`config.mk`:
```
export PLATFORM = sky130hd
export DESIGN_NAME = mem_port_arbiter
export DESIGN_NICKNAME = d
export VERILOG_FILES = /design/src/rtl/mem_port_arbiter.sv
export SDC_FILE = /design/constraint.sdc
export NUM_CORES = 1
export LEC_CHECK = 0
export BUFFER_PORTS_ARGS = -buffer_cell sky130_fd_sc_hd__buf_2
export CAP_MARGIN = 30
export CORE_MARGIN = 2
export CORE_UTILIZATION = 44
export DETAILED_ROUTE_END_ITERATION = 8
export HOLD_SLACK_MARGIN = 0.08
export PLACE_DENSITY = 0.77
export SLEW_MARGIN = 40
export SYNTH_ARGS = -nofsm -noshare
export SYNTH_HDL_FRONTEND = slang
export SYNTH_SLANG_ARGS = --single-unit
```
`constraint.sdc`:
```
create_clock -name clk -period 5 [get_ports clk]
set_input_delay 0 -clock clk [delete_from_list [all_inputs] [get_ports clk]]
set_output_delay 0 -clock clk [all_outputs]
set_load 0.01 [all_outputs]
```
`src/rtl/mem_port_arbiter.sv`:
```
// Two-port round-robin arbiter/sequencer for the single data RAM port.
// Accepts one access at a time, waits the fixed RAM read latency, then reports completion.
module mem_port_arbiter #(
  parameter int RAM_LAT = 1
) (
  input  logic        clk,
  input  logic        rst,
  input  logic        req0,
  input  logic        req1,
  input  logic        we0,
  input  logic        we1,
  input  logic [2:0]  bhw0,
  input  logic [2:0]  bhw1,
  input  logic [31:0] addr0,
  input  logic [31:0] addr1,
  input  logic [31:0] wdata0,
  input  logic [31:0] wdata1,
  output logic        gnt0,
  output logic        gnt1,
  output logic        done0,
  output logic        done1,
  output logic [31:0] rdata0,
  output logic [31:0] rdata1,
  output logic [31:0] ram_addra,
  output logic [31:0] ram_dina,
  output logic        ram_wea,
  output logic [2:0]  ram_u_b_h_w,
  input  logic [31:0] ram_douta
);

  localparam int CW = $clog2(RAM_LAT + 2);

  typedef enum logic {IDLE = 1'b0, BUSY = 1'b1} state_t;

  state_t      state_q, state_d;
  logic        prio_q, prio_d;
  logic        owner_q, owner_d;
  logic        load_q, load_d;
  logic [CW-1:0] cnt_q, cnt_d;
  logic        gnt0_q, gnt0_d, gnt1_q, gnt1_d;
  logic        done0_q, done0_d, done1_q, done1_d;
  logic [31:0] rdata0_q, rdata0_d, rdata1_q, rdata1_d;
  logic [31:0] addr_q, addr_d, dina_q, dina_d;
  logic        wea_q, wea_d;
  logic [2:0]  bhw_q, bhw_d;
  logic        win;

  // Winner when both request is the priority port; otherwise the lone requester.
  assign win = (req0 & req1) ? prio_q : req1;

  always_comb begin
    state_d  = state_q;
    prio_d   = prio_q;
    owner_d  = owner_q;
    load_d   = load_q;
    cnt_d    = cnt_q;
    gnt0_d   = 1'b0;
    gnt1_d   = 1'b0;
    done0_d  = 1'b0;
    done1_d  = 1'b0;
    rdata0_d = rdata0_q;
    rdata1_d = rdata1_q;
    addr_d   = addr_q;
    dina_d   = dina_q;
    wea_d    = wea_q;
    bhw_d    = bhw_q;
    case (state_q)
      IDLE: begin
        if (req0 | req1) begin
          addr_d  = win ? addr1  : addr0;
          dina_d  = win ? wdata1 : wdata0;
          wea_d   = win ? we1    : we0;
          bhw_d   = win ? bhw1   : bhw0;
          load_d  = ~(win ? we1 : we0);
          gnt0_d  = ~win;
          gnt1_d  = win;
          owner_d = win;
          prio_d  = ~win;
          cnt_d   = CW'(RAM_LAT + 1);
          state_d = BUSY;
        end
      end
      BUSY: begin
        // The write enable lives for the accepting cycle only, so a store lands once.
        wea_d = 1'b0;
        cnt_d = cnt_q - CW'(1);
        if (cnt_q == CW'(1)) begin
          if (load_q) begin
            if (owner_q) rdata1_d = ram_douta;
            else         rdata0_d = ram_douta;
          end
          done0_d = ~owner_q;
          done1_d = owner_q;
          state_d = IDLE;
        end
      end
      default: state_d = IDLE;
    endcase
  end

  always_ff @(posedge clk or posedge rst) begin
    if (rst) begin
      state_q  <= IDLE;
      prio_q   <= 1'b0;
      owner_q  <= 1'b0;
      load_q   <= 1'b0;
      cnt_q    <= '0;
      gnt0_q   <= 1'b0;
      gnt1_q   <= 1'b0;
      done0_q  <= 1'b0;
      done1_q  <= 1'b0;
      rdata0_q <= '0;
      rdata1_q <= '0;
      addr_q   <= '0;
      dina_q   <= '0;
      wea_q    <= 1'b0;
      bhw_q    <= '0;
    end else begin
      state_q  <= state_d;
      prio_q   <= prio_d;
      owner_q  <= owner_d;
      load_q   <= load_d;
      cnt_q    <= cnt_d;
      gnt0_q   <= gnt0_d;
      gnt1_q   <= gnt1_d;
      done0_q  <= done0_d;
      done1_q  <= done1_d;
      rdata0_q <= rdata0_d;
      rdata1_q <= rdata1_d;
      addr_q   <= addr_d;
      dina_q   <= dina_d;
      wea_q    <= wea_d;
      bhw_q    <= bhw_d;
    end
  end

  assign gnt0        = gnt0_q;
  assign gnt1        = gnt1_q;
  assign done0       = done0_q;
  assign done1       = done1_q;
  assign rdata0      = rdata0_q;
  assign rdata1      = rdata1_q;
  assign ram_addra   = addr_q;
  assign ram_dina    = dina_q;
  assign ram_wea     = wea_q;
  assign ram_u_b_h_w = bhw_q;

endmodule
```
# == After elaboration in Yosys (flattened, before gate mapping) ==
# Cells that the tools add are included.
# word_totals
ff_bits,142
word_cells,47
output_inout_bits,136
# op_classes
mux,20
n_reduce_logical,3
addsub,1
n_bitwise,6
n_eq_ne,2
# op_table
cell,n
$mux W32,2
$mux W1,13
$reduce_and A4 Y1,2
$not A1 Y1,4
$pmux W1 S2,2
$pmux W2 S2,1
$mux W3,1
$eq A2 B1 Y1 const B,1
$mux W2,1
$ne A2 B2 Y1 const B,1
$reduce_and A2 Y1,1
$sub A2 B1 Y2 const B,1
$and A1 B1 Y1,1
$or A1 B1 Y1,1

# == Logic depth before layout (Yosys ltp) ==
# Gate-level depths: netlist of run 1.
# depth
ltp_word,5
mapped_depth,6

# == Worst setup path before layout of run 1 ==
# Ideal clock, no wire load.
# synth_timing
path_kind,register to register
startpoint,reg cnt_q[0]
endpoint,"reg rdata1_q[0], in the netlist rdata1[0]"
arrival_ps,1371
synth_period_minus_slack_ps,1496
slack_ps,3504
setup_time_ps,125
path_stages_with_launch,6
t_required_ps,4875
path_buffers,1
path_cell_list,dfrtp_1 -> ha_1 -> and3_1 -> nand2_2 -> buf_6 -> mux2_4
# synth_via
elab_chain_cells,2
# synth_lines
item,line,rtl
start: declaration,39,"logic [CW-1:0] cnt_q, cnt_d;"
start signal: assignment,123,cnt_q <= cnt_d;
$eq A2 B1 Y1,87,if (cnt_q == CW'(1)) begin
$reduce_and A4 Y1 (no line),--,
end signal: assignment,129,rdata1_q <= rdata1_d;
end: declaration,42,"logic [31:0] rdata0_q, rdata0_d, rdata1_q, rdata1_d;"
# No other way between the ends.
# A chain may end at the register's enable or synchronous reset.

# == Worst setup path after layout of run 1 ==
# layout_timing
startpoint,reg state_q
endpoint,"reg bhw_q[2], in the netlist ram_u_b_h_w[2]"
# layout_via
elab_chain_cells,2
# layout_lines
item,line,rtl
start: declaration,35,"state_t state_q, state_d;"
start signal: assignment,119,state_q <= state_d;
$not A1 Y1 (no line),--,
$reduce_and A2 Y1 (no line),--,
end signal: assignment,133,bhw_q <= bhw_d;
end: declaration,45,"logic [2:0] bhw_q, bhw_d;"
# No other way between the ends.

==> run_results.csv, run 1 <==
group,metric,value,unit
outcome,outcome,"completed",
cells_and_area,syn_to_final_growth,60.72,%
power,ir_drop,0.3082,mV
synth,synth_edf_count,0,
global_routing,grt_pass1_wl,34470,um
synth,ys_dominant_reg_cell,"dfrtp_1",
critical_path,path_class,"flip-flop to flip-flop",
clock_network,cts-root-buf,"clkbuf_16",
placed_design,place_hpwl,12070,um
route,drcViolationCount,0,
synth,synth.most_common_cell,"dfrtp_1",
power,leakagePower,4.911,nW
synth,syn_inst,560,
sta,worst_slack,2.199,ns
synth,synth_area_leader_cell,"dfrtp_1",
sta,final-max-slew-violation-count,0,
critical_path,worstSetupEndpointType,"flip-flop",
sta,max_clock_freq,0.3570,GHz
route,viasPerCell,5.573,
route,ant_nets,0,
synth,synth_mux_area_frac,0.1510,
critical_path,cp.required,5.35,ns
clock_network,cts.sinks,142,
placed_design,gp_congestion,0.8760,
critical_path,crit_path_end,"ram_u_b_h_w[2]",
sta,hold_viol,0,
critical_path,worstPathArrival,3.15,ns
synth,synth_simple_gate_area_frac,0.05197,
clock_network,clock_path_buffers,2,
sta,holdWs,0.2039,ns
synth,async_flop_share,1.000,
cells_and_area,fin_area,10180,um^2
placed_design,portBuffers,307,
worst_hold_path,holdCritPathClass,"input port to flip-flop",
die,dieWidth,124.0,um
route,dr.pass1.iters,5,
synth,synth_cell_types,29,
global_routing,grt_max_degree,95,
sta,finalClockSkew,0.007026,ns
synth,syn_avg_cell_area,11.31,um^2
synth,synth_compound_area_frac,0.1849,
placed_design,place_area,7874,um^2
synth,synth_top_family_by_area,"compound AO/OA/AOI/OAI gates",
die,io_pins,308,
global_routing,grt_usage,0.2935,
critical_path,rr_worst_depth,5,
clock_network,insertion_delay,0.41,ns
sta,worst_pin_slew,0.8131,ns
placed_design,post-place-ws,2.897,ns
critical_path,reg2reg_from,"state_q",
sta,tns,0,ns
route,wl_per_cell,19.18,um
die,core,13990,um^2
sta,rsz0062_at_grt,"false",
critical_path,setup.worst_path.start,"state_q",
power,p_per_area,601.9,nW/um^2
sta,slew_headroom,0.4579,
clock_network,cts_max_level,4,
clock_network,cts_made_buffers,17,
cells_and_area,num-fill-cells,915,
synth,synth_top_area_frac,0.5612,
synth,synth_nets,733,
clock_network,clkTransAtPathRegs,0.06,ns
clock_network,tritoncts,"yes",
synth,synth_xor_area_frac,0,
synth,synth_common_cells,"142 x dfrtp_1, 70 x a21oi_1, 69 x a31oi_1, 69 x nor2_1, 64 x o21ai_0",
synth,synthAdderAreaFrac,0.001976,
flow_run,drv_cap,0,
critical_path,crit_slowest_cell,"o21ba_2",
clock_network,post_cts_buffers,0,
global_routing,antenna_found_initial,2,
route,wl,23100,um
sta,period_share,0.5602,
critical_path,r2r_slack,2.20,ns
critical_path,slowest_delay,0.76,ns
critical_path,crit_buf_inv,2,
critical_path,crit_chain,"o21ba_2 > buf_4 > nor2_1 > a21oi_1 > dlygate4sd3_1",
synth,yosys_register_bits,142,
route,vias,6710,
cells_and_area,layout.nets,1183,
global_routing,grt_pass1_vias,6698,
die,die-area,15370,um^2
critical_path,crit_fanout,39,
critical_path,path_delay_family,"buffers and inverters",
cells_and_area,final_core_util,0.7275,
synth,synth_top_cells_by_area,"dfrtp_1 56%, mux2_4 14%, a31oi_1 6.8%",
synth,synth_area,6332,um^2
die,start_util,0.4527,
synth,seq_area_frac_synth,0.5612,
synth,ys_warn_count,0,
critical_path,rr_endpoint,"ram_u_b_h_w[2]",
die,fp.dieH,124.0,um
global_routing,grt_overflow_total,0,
sta,period_needed,2.801,ns
die,fp-row-count,43,
cells_and_area,layout-drive-gt1-share,0.4061,
route,dr.first_iter.drc_count,546,
critical_path,cp.depth,5,
critical_path,startpoint_type,"flip-flop",
sta,finalSetupViolations,0,
[worst min path at each step]
| stage | start | to | slack [ns] | cells past startpoint |
|---|---|---|---|---|
| detailed placement | rst | rdata1[30] | 0.23 | 2 |
| global route | req1 | gnt0 | 0.23 | 3 |
| global placement | rst | rdata0[5] | 0.23 | 2 |
| CTS | req1 | gnt0 | 0.17 | 3 |
| floorplan | ram_douta[0] | rdata0[0] | 0.15 | 1 |
| finish | req1 | gnt0 | 0.20 | 3 |
[cell families (layout without fill, tap and decap cells)]
logic type | after synthesis | count (layout)
other | 0 | 2
multiplexers | 65 | 65
flip-flops | 142 | 142
adder cells (fa/ha/maj) | 1 | 1
buffers and inverters | 57 | 519
AND/OR/NAND/NOR | 81 | 81
AO/OA/AOI/OAI | 214 | 214
[where the power goes]
group          total, W  switching, W  internal, W
clock network   0.00127      0.000528     0.000741
logic           0.00277       0.00129      0.00149
registers       0.00209      0.000363      0.00172
total           0.00613       0.00218      0.00395
[worst min-delay path, cell delays in order]
cell,delay [ns]
buf_2,0.12
o21bai_4,0.25
a21oi_1,0.19
[flip-flops by register name, summed over array words and instances, names as in the netlist]
signal and count:
rdata0 32, rdata1 32, load_q 1, ram_u_b_h_w 3, done0 1, gnt1 1
done1 1, owner_q 1, ram_wea 1, state_q 1, ram_addra 32, cnt_q 2
ram_dina 32, gnt0 1, prio_q 1
[per-stage QoR]
| step | std cells | total power, W |
|---|---|---|
| 2_1_floorplan | 560 | 0.003349 |
| 3_3_place_gp | 1000 | 0.004145 |
| 3_5_place_dp | 1000 | 0.004213 |
| 4_1_cts | 1202 | 0.006003 |
| 5_1_grt | 1203 | 0.006464 |
| 6_report | 1204 | 0.006126 |
[routing by layer]
layer	share of wire	GRT usage
met5	0	0
met3	0.10	0.09112
met4	0.043	0.1433
met1	0.37	0.3508
met2	0.48	0.4821
[area by class of cell]
cell class	instances	area, um^2	area share
Antenna cell	2	5.005	0.0004918
Clock buffer	17	425.4	0.04180
Clock inverter	14	158.9	0.01561
Inverter	4	22.52	0.002213
Multi-Input combinational cell	361	2494	0.2450
Sequential cell	142	3553	0.3492
Tap cell	180	225.2	0.02213
Timing Repair Buffer	484	3293	0.3236
[cell usage in the layout (no fill, tap or decap), types with 3 or more instances in the layout]
cell type / count
inv_6: 5
o21ai_0: 64
clkinvlp_4: 5
clkbuf_16: 17
a21oi_1: 70
mux2_2: 4
dlygate4sd3_1: 171
buf_4: 6
nor2_1: 69
a31oi_1: 69
o21ai_1: 7
mux2_4: 60
nand2_1: 3
dfrtp_1: 142
buf_2: 307
[what timing repair did]
action | 4_1_cts | 5_1_grt
hold buffers | 171 | 0
setup endpoints to repair | 0 | 0
gates resized for setup | 0 | 0
endpoints found under the hold margin | 229 | 0
Power figures use the tool's default switching activity.
==> run 2, diff against run 1 <==
--- a/config.mk
+++ b/config.mk
@@ -5,13 +5,14 @@
 export SDC_FILE = /design/constraint.sdc
 export NUM_CORES = 1
 export LEC_CHECK = 0
+export ABC_AREA = 1
 export BUFFER_PORTS_ARGS = -buffer_cell sky130_fd_sc_hd__buf_2
 export CAP_MARGIN = 30
 export CORE_MARGIN = 2
-export CORE_UTILIZATION = 44
+export CORE_UTILIZATION = 42
 export DETAILED_ROUTE_END_ITERATION = 8
 export HOLD_SLACK_MARGIN = 0.08
-export PLACE_DENSITY = 0.77
+export PLACE_DENSITY = 0.76
 export SLEW_MARGIN = 40
 export SYNTH_ARGS = -nofsm -noshare
 export SYNTH_HDL_FRONTEND = slang
==> constraint.sdc (replaced) <==
create_clock -name clk -period 2.3 [get_ports clk]
set_input_delay 0 -clock clk [delete_from_list [all_inputs] [get_ports clk]]
set_output_delay 0 -clock clk [all_outputs]
set_load 0.01 [all_outputs]
==> run 2 against run 1 <==
Effect of this change:
- register-to-register slack worse by 2.1 ns
- via count up 7.4%
- combinational power is 82% higher
- routed wire length down 2.0%
- sequential share of layout area shrank 1.3 points
- non-clock buffer count is 3 higher
- synthesized cell count increased by 41%
- largest power group unchanged
==> run_results.csv, run 2 <==
group,metric,value,unit
flow_run,drv_cap,0,
sta,finalClockSkew,0.007628,ns
synth,synth_top_cells_by_area,"dfrtp_1 54%, nand2_1 16%, nand3b_1 7.6%",
worst_hold_path,holdCritPathClass,"input port to async pin",
sta,tns,0,ns
die,fp-row-count,45,
die,core,15260,um^2
sta,final-max-slew-violation-count,0,
power,p_comb_frac,0.402,
critical_path,crit_path_end,"ram_addra[19]",
power,ir_drop,0.5562,mV
critical_path,crit_buf_inv,5,
die,dieWidth,129.3,um
critical_path,setup.worst_path.start,"req0",
sta,slew_headroom,0.4665,
placed_design,place_area,8199,um^2
clock_network,clock_path_buffers,2,
cells_and_area,fin_area,10570,um^2
route,dr.pass1.iters,7,
clock_network,tritoncts,"yes",
die,start_util,0.4322,
cells_and_area,final_cell_mix,"307 x buf_2, 275 x nand2_1, 171 x dlygate4sd3_1, 142 x dfrtp_1, 106 x inv_1",
critical_path,crit_slowest_cell,"o21ai_4",
power,power.share.sequential,0.354,
outcome,outcome,"completed",
sta,worst_pin_slew,0.7973,ns
power,power,0.01257,W
power,power.switching,0.004668,W
critical_path,rr_endpoint,"ram_addra[19]",
die,die-area,16720,um^2
global_routing,grt_usage,0.2679,
power,switching_share,0.3712,
route,viasPerCell,4.892,
clock_network,cts_max_level,4,
power,clkPwrFrac,0.244,
placed_design,place_hpwl,13020,um
clock_network,clkTransAtPathRegs,0.06,ns
synth,syn_avg_cell_area,8.338,um^2
route,wl,22620,um
route,vias,7206,
global_routing,antenna_found_initial,1,
placed_design,post-place-ws,0.6112,ns
clock_network,post_cts_buffers,0,
route,dr.first_iter.drc_count,460,
clock_network,cts_resized,0,
sta,max_clock_freq,0.4461,GHz
critical_path,worstPathArrival,2.54,ns
critical_path,r2r_slack,0.08,ns
cells_and_area,layout.nets,1421,
sta,finalSetupViolations,0,
synth,synth_area_leader_cell,"dfrtp_1",
critical_path,crit_top_cell,"dlygate4sd3_1",
sta,period_share,0.9747,
synth,synth_common_cells,"275 x nand2_1, 142 x dfrtp_1, 107 x inv_1",
global_routing,grt_overflow_total,0,
route,drcViolationCount,0,
power,p_per_area,1189,nW/um^2
global_routing,grt_max_degree,72,
power,leakagePower,5.738,nW
critical_path,cp.required,2.60,ns
critical_path,rr_worst_depth,7,
synth,ys_warn_count,0,
placed_design,portBuffers,307,
clock_network,insertion_delay,0.42,ns
sta,period_needed,2.242,ns
cells_and_area,final_common_cell,"buf_2",
route,wl_per_cell,15.36,um
synth,syn_inst,791,
synth,synth.most_common_cell,"nand2_1",
critical_path,path_class,"input port to flip-flop",
critical_path,slowest_delay,0.62,ns
route,ant_nets,0,
critical_path,path_delay_family,"buffers and inverters",
sta,worst_slack,0.05829,ns
synth,async_flop_share,1.000,
synth,synth_edf_count,0,
die,fp.dieH,129.3,um
critical_path,startpoint_type,"input port",
critical_path,crit_chain,"dlygate4sd3_1 > buf_2 > o21ai_4 > inv_2 > buf_12 > nand3_1 > dlygate4sd3_1 > nand2_1",
power,p_int,0.007906,W
placed_design,gp_congestion,0.8088,
critical_path,worstSetupEndpointType,"flip-flop",
critical_path,cp.depth,8,
synth,synth_nets,964,
sta,rsz0062_at_grt,"false",
clock_network,cts.sinks,142,
synth,synth_cell_types,21,
global_routing,grt_pass1_vias,7294,
clock_network,cts_made_buffers,17,
clock_network,cts-root-buf,"clkbuf_16",
cells_and_area,layout-drive-gt1-share,0.2831,
synth,seq_area_frac_synth,0.5388,
synth,ys_dominant_reg_cell,"dfrtp_1",
cells_and_area,syn_to_final_growth,60.31,%
synth,synth_area,6595,um^2
sta,holdWs,0.09339,ns
synth,yosys_register_bits,142,
synth,synth_top_area_frac,0.5388,
global_routing,grt_pass1_wl,34890,um
die,io_pins,308,
sta,hold_viol,0,
critical_path,reg2reg_from,"state_q",
critical_path,crit_fanout,67,
run 2: changes by cell type after synthesis, moves of 62 or more:
cell | before | now
nand2_1 | 3 | 275
inv_1 | 4 | 107
a31oi_1 | 69 | 0
nand3_1 | 0 | 69
a21oi_1 | 70 | 2
nand3b_1 | 0 | 67
nor2_1 | 69 | 3
o21ai_0 | 64 | 2
run 2: kinds of logic after synthesis:
group | count (synthesis) | share of synthesized area
AND/OR/NAND/NOR | 421 | 0.2948
flip-flops | 142 | 0.5388
buffers and inverters | 157 | 0.1108
AO/OA/AOI/OAI | 70 | 0.05369
adder cells (fa/ha/maj) | 1 | 0.001897
run 2: metal layers:
layer / vias to the layer above / GRT usage / wire (um)
li1: 3372 / - / -
met1: 3360 / 0.3094 / 8789
met2: 395 / 0.4502 / 10760
met3: 79 / 0.08340 / 2137
met4: 0 / 0.1362 / 935
met5: - / 0 / 0
run 2: what timing repair did:
item                                    in CTS  in global routing
hold endpoints to repair                   277                  0
hold buffers                               171                  0
endpoints found under the setup margin       0                  0
run 2: per-stage QoR:
| step | utilization | std cells |
|---|---|---|
| detailed placement | 0.5374 | 1269 |
| global placement | 0.5374 | 1269 |
| CTS | 0.6927 | 1472 |
| finish | 0.6929 | 1473 |
| floorplan | - | 791 |
| global route | 0.6929 | 1473 |
run 2: worst min path at each step:
stage                              from  slack (ns)  cells after the start           end
after floorplan           ram_douta[24]        0.15                      2    rdata0[24]
after global placement              rst       -0.02                      2  ram_dina[20]
after detailed placement            rst       -0.01                      2  ram_dina[26]
after CTS                           rst        0.09                      3  ram_dina[28]
after global routing                rst        0.11                      3  ram_dina[28]
final                               rst        0.09                      3  ram_dina[28]
run 2: cell type report:
type	instances	area [um^2]
Clock inverter	15	234.0
Inverter	108	409.1
Tap cell	211	264.0
Clock buffer	17	425.4
Fill cell	1092	4686
Timing Repair Buffer	487	3366
Multi-Input combinational cell	492	2318
Sequential cell	142	3553
Antenna cell	1	2.502
run 2: worst register-to-register path: cells and delay by family (launching register included):
| family | cells | cell delay, ns |
|---|---|---|
| compound gates | 1 | 0.25 |
| flops | 1 | 0.41 |
| simple gates | 2 | 0.29 |
| buf+inv | 4 | 1.21 |
run 2: power groups by stage:
| stage | Clock [W] | Sequential (W) | Combinational [W] |
|---|---|---|---|
| 6_report | 0.00307 | 0.00445 | 0.00505 |
| 5_1_grt | 0.00323 | 0.00458 | 0.00559 |
| 4_1_cts | 0.00312 | 0.00441 | 0.00495 |
| 3_5_place_dp | 0 | 0.00442 | 0.00442 |
| 3_3_place_gp | 0 | 0.00441 | 0.00430 |
| 2_1_floorplan | 0 | 0.00496 | 0.00198 |
==> run 3, diff against run 2 <==
--- a/config.mk
+++ b/config.mk
@@ -8,7 +8,6 @@
 export ABC_AREA = 1
 export BUFFER_PORTS_ARGS = -buffer_cell sky130_fd_sc_hd__buf_2
 export CAP_MARGIN = 30
-export CORE_MARGIN = 2
 export CORE_UTILIZATION = 42
 export DETAILED_ROUTE_END_ITERATION = 8
 export HOLD_SLACK_MARGIN = 0.08
==> run 3 against run 2 <==
Effect of this change:
- largest power group unchanged
- non-clock buffer count rose by 2
- utilization is 0.30 points lower
- setup slack improved by 0.028 ns
- highest routed layer unchanged
- global-route usage increased by 1.0 points
==> run_results.csv, run 3 (synthesized netlist as in run 2, its figures left out) <==
group,metric,value,unit
die,io_pins,308,
critical_path,cp.required,2.58,ns
global_routing,grt_usage,0.2783,
sta,worst_pin_slew,0.7552,ns
critical_path,worstPathArrival,2.49,ns
critical_path,crit_path_end,"ram_addra[28]",
critical_path,reg2reg_from,"prio_q",
placed_design,place_area,8182,um^2
power,leakagePower,5.716,nW
sta,rsz0062_at_grt,"false",
sta,tns,0,ns
critical_path,setup.worst_path.start,"prio_q",
cells_and_area,syn_to_final_growth,59.61,%
flow_run,drv_cap,0,
clock_network,cts_made_buffers,17,
power,ir_drop,0.5727,mV
route,viasPerCell,4.903,
route,dr.first_iter.drc_count,412,
cells_and_area,seqCellArea,3553,um^2
cells_and_area,layout.nets,1423,
outcome,outcome,"completed",
sta,final-max-slew-violation-count,0,
die,start_util,0.4322,
power,power,0.01229,W
cells_and_area,final_common_cell,"buf_2",
sta,period_needed,2.213,ns
sta,holdWs,0.2072,ns
die,core,15260,um^2
sta,max_clock_freq,0.4518,GHz
clock_network,cts-root-buf,"clkbuf_16",
global_routing,grt_max_degree,143,
route,drcViolationCount,0,
cells_and_area,multi_input_area,2318,um^2
global_routing,grt_overflow_total,0,
cells_and_area,fin_area,10530,um^2
route,dr.pass1.iters,5,
sta,slew_headroom,0.4965,
critical_path,startpoint_type,"flip-flop",
placed_design,gp_congestion,0.7927,
sta,finalSetupViolations,0,
critical_path,path_class,"flip-flop to flip-flop",
power,p_per_area,1168,nW/um^2
die,die-area,16210,um^2
placed_design,place_hpwl,12210,um
critical_path,rr_endpoint,"ram_addra[28]",
clock_network,cts.sinks,142,
critical_path,r2r_slack,0.09,ns
cells_and_area,final_core_util,0.6899,
route,vias,7227,
cells_and_area,num-fill-cells,1066,
critical_path,rr_worst_depth,7,
sta,finalClockSkew,0.007370,ns
clock_network,cts_max_level,4,
die,fp.dieH,127.3,um
sta,period_share,0.9623,
route,ant_nets,0,
critical_path,worstSetupEndpointType,"flip-flop",
cells_and_area,diodes,0,
route,wl_per_cell,14.97,um
clock_network,tritoncts,"yes",
route,wl,22070,um
critical_path,crit_fanout,68,
placed_design,portBuffers,307,
cells_and_area,final_cell_mix,"307 x buf_2, 275 x nand2_1, 171 x dlygate4sd3_1, 142 x dfrtp_1, 106 x inv_1",
clock_network,insertion_delay,0.41,ns
cells_and_area,layout-drive-gt1-share,0.2842,
sta,hold_viol,0,
global_routing,antenna_found_initial,0,
die,dieWidth,127.3,um
worst_hold_path,holdCritPathClass,"input port to flip-flop",
clock_network,cts_resized,0,
global_routing,grt_pass1_wl,35270,um
global_routing,grt_pass1_vias,7510,
clock_network,clkTransAtPathRegs,0.06,ns
clock_network,clock_path_buffers,2,
die,fp-row-count,45,
-- run 3: cell type report --
| cell class | instances | area share |
|---|---|---|
| clock buffer | 18 | 0.04172 |
| clock inverter | 14 | 0.01581 |
| inverter | 108 | 0.03887 |
| multi-input combinational | 492 | 0.2203 |
| sequential | 142 | 0.3376 |
| tap | 211 | 0.02508 |
| timing repair buffer | 489 | 0.3207 |
-- run 3: where the power goes --
part	leakage, nW	internal (W)	total [W]	switching (W)
clock	0.288	0.00173	0.00280	0.00106
sequential	1.68	0.00374	0.00446	0.000721
combinational	3.75	0.00220	0.00504	0.00283
-- run 3: how the worst min path moves through the flow --
stage | from | to | slack [ns] | cells past startpoint
global placement | ram_douta[21] | rdata1[21] | 0.26 | 3
finish | req1 | state_q | 0.21 | 4
detailed placement | ram_douta[18] | rdata0[18] | 0.27 | 3
global route | req1 | state_q | 0.22 | 4
floorplan | ram_douta[24] | rdata0[24] | 0.15 | 2
CTS | req1 | state_q | 0.18 | 4
-- run 3: critical path, cell delays in order (launching register included) --
cell	delay (ns)
dfrtp_1	0.35
inv_1	0.05
nand2_2	0.06
buf_4	0.61
nand3b_1	0.14
nand3_1	0.15
dlygate4sd3_1	0.60
nand2_1	0.10
-- run 3: stage by stage --
| stage | std cells | setup slack [ns] |
|---|---|---|
| 3_5_place_dp | 1270 | 0.6502 |
| 5_1_grt | 1474 | 0.02287 |
| 2_1_floorplan | 791 | 0.5229 |
| 4_1_cts | 1473 | 0.1845 |
| 6_report | 1474 | 0.08660 |
| 3_3_place_gp | 1270 | 0.7412 |
-- run 3: what timing repair did --
| item | in CTS | in global routing |
|---|---|---|
| buffers inserted | 0 | 0 |
| hold buffers | 171 | 0 |
| hold endpoints to repair | 277 | 0 |
-- run 3: layer usage --
layer	track usage	vias to the layer above	routed length, um
met5	0	-	0
met4	0.1352	0	678
met3	0.07077	70	1760
met2	0.4966	389	11130
met1	0.3088	3385	8499
li1	-	3383	-
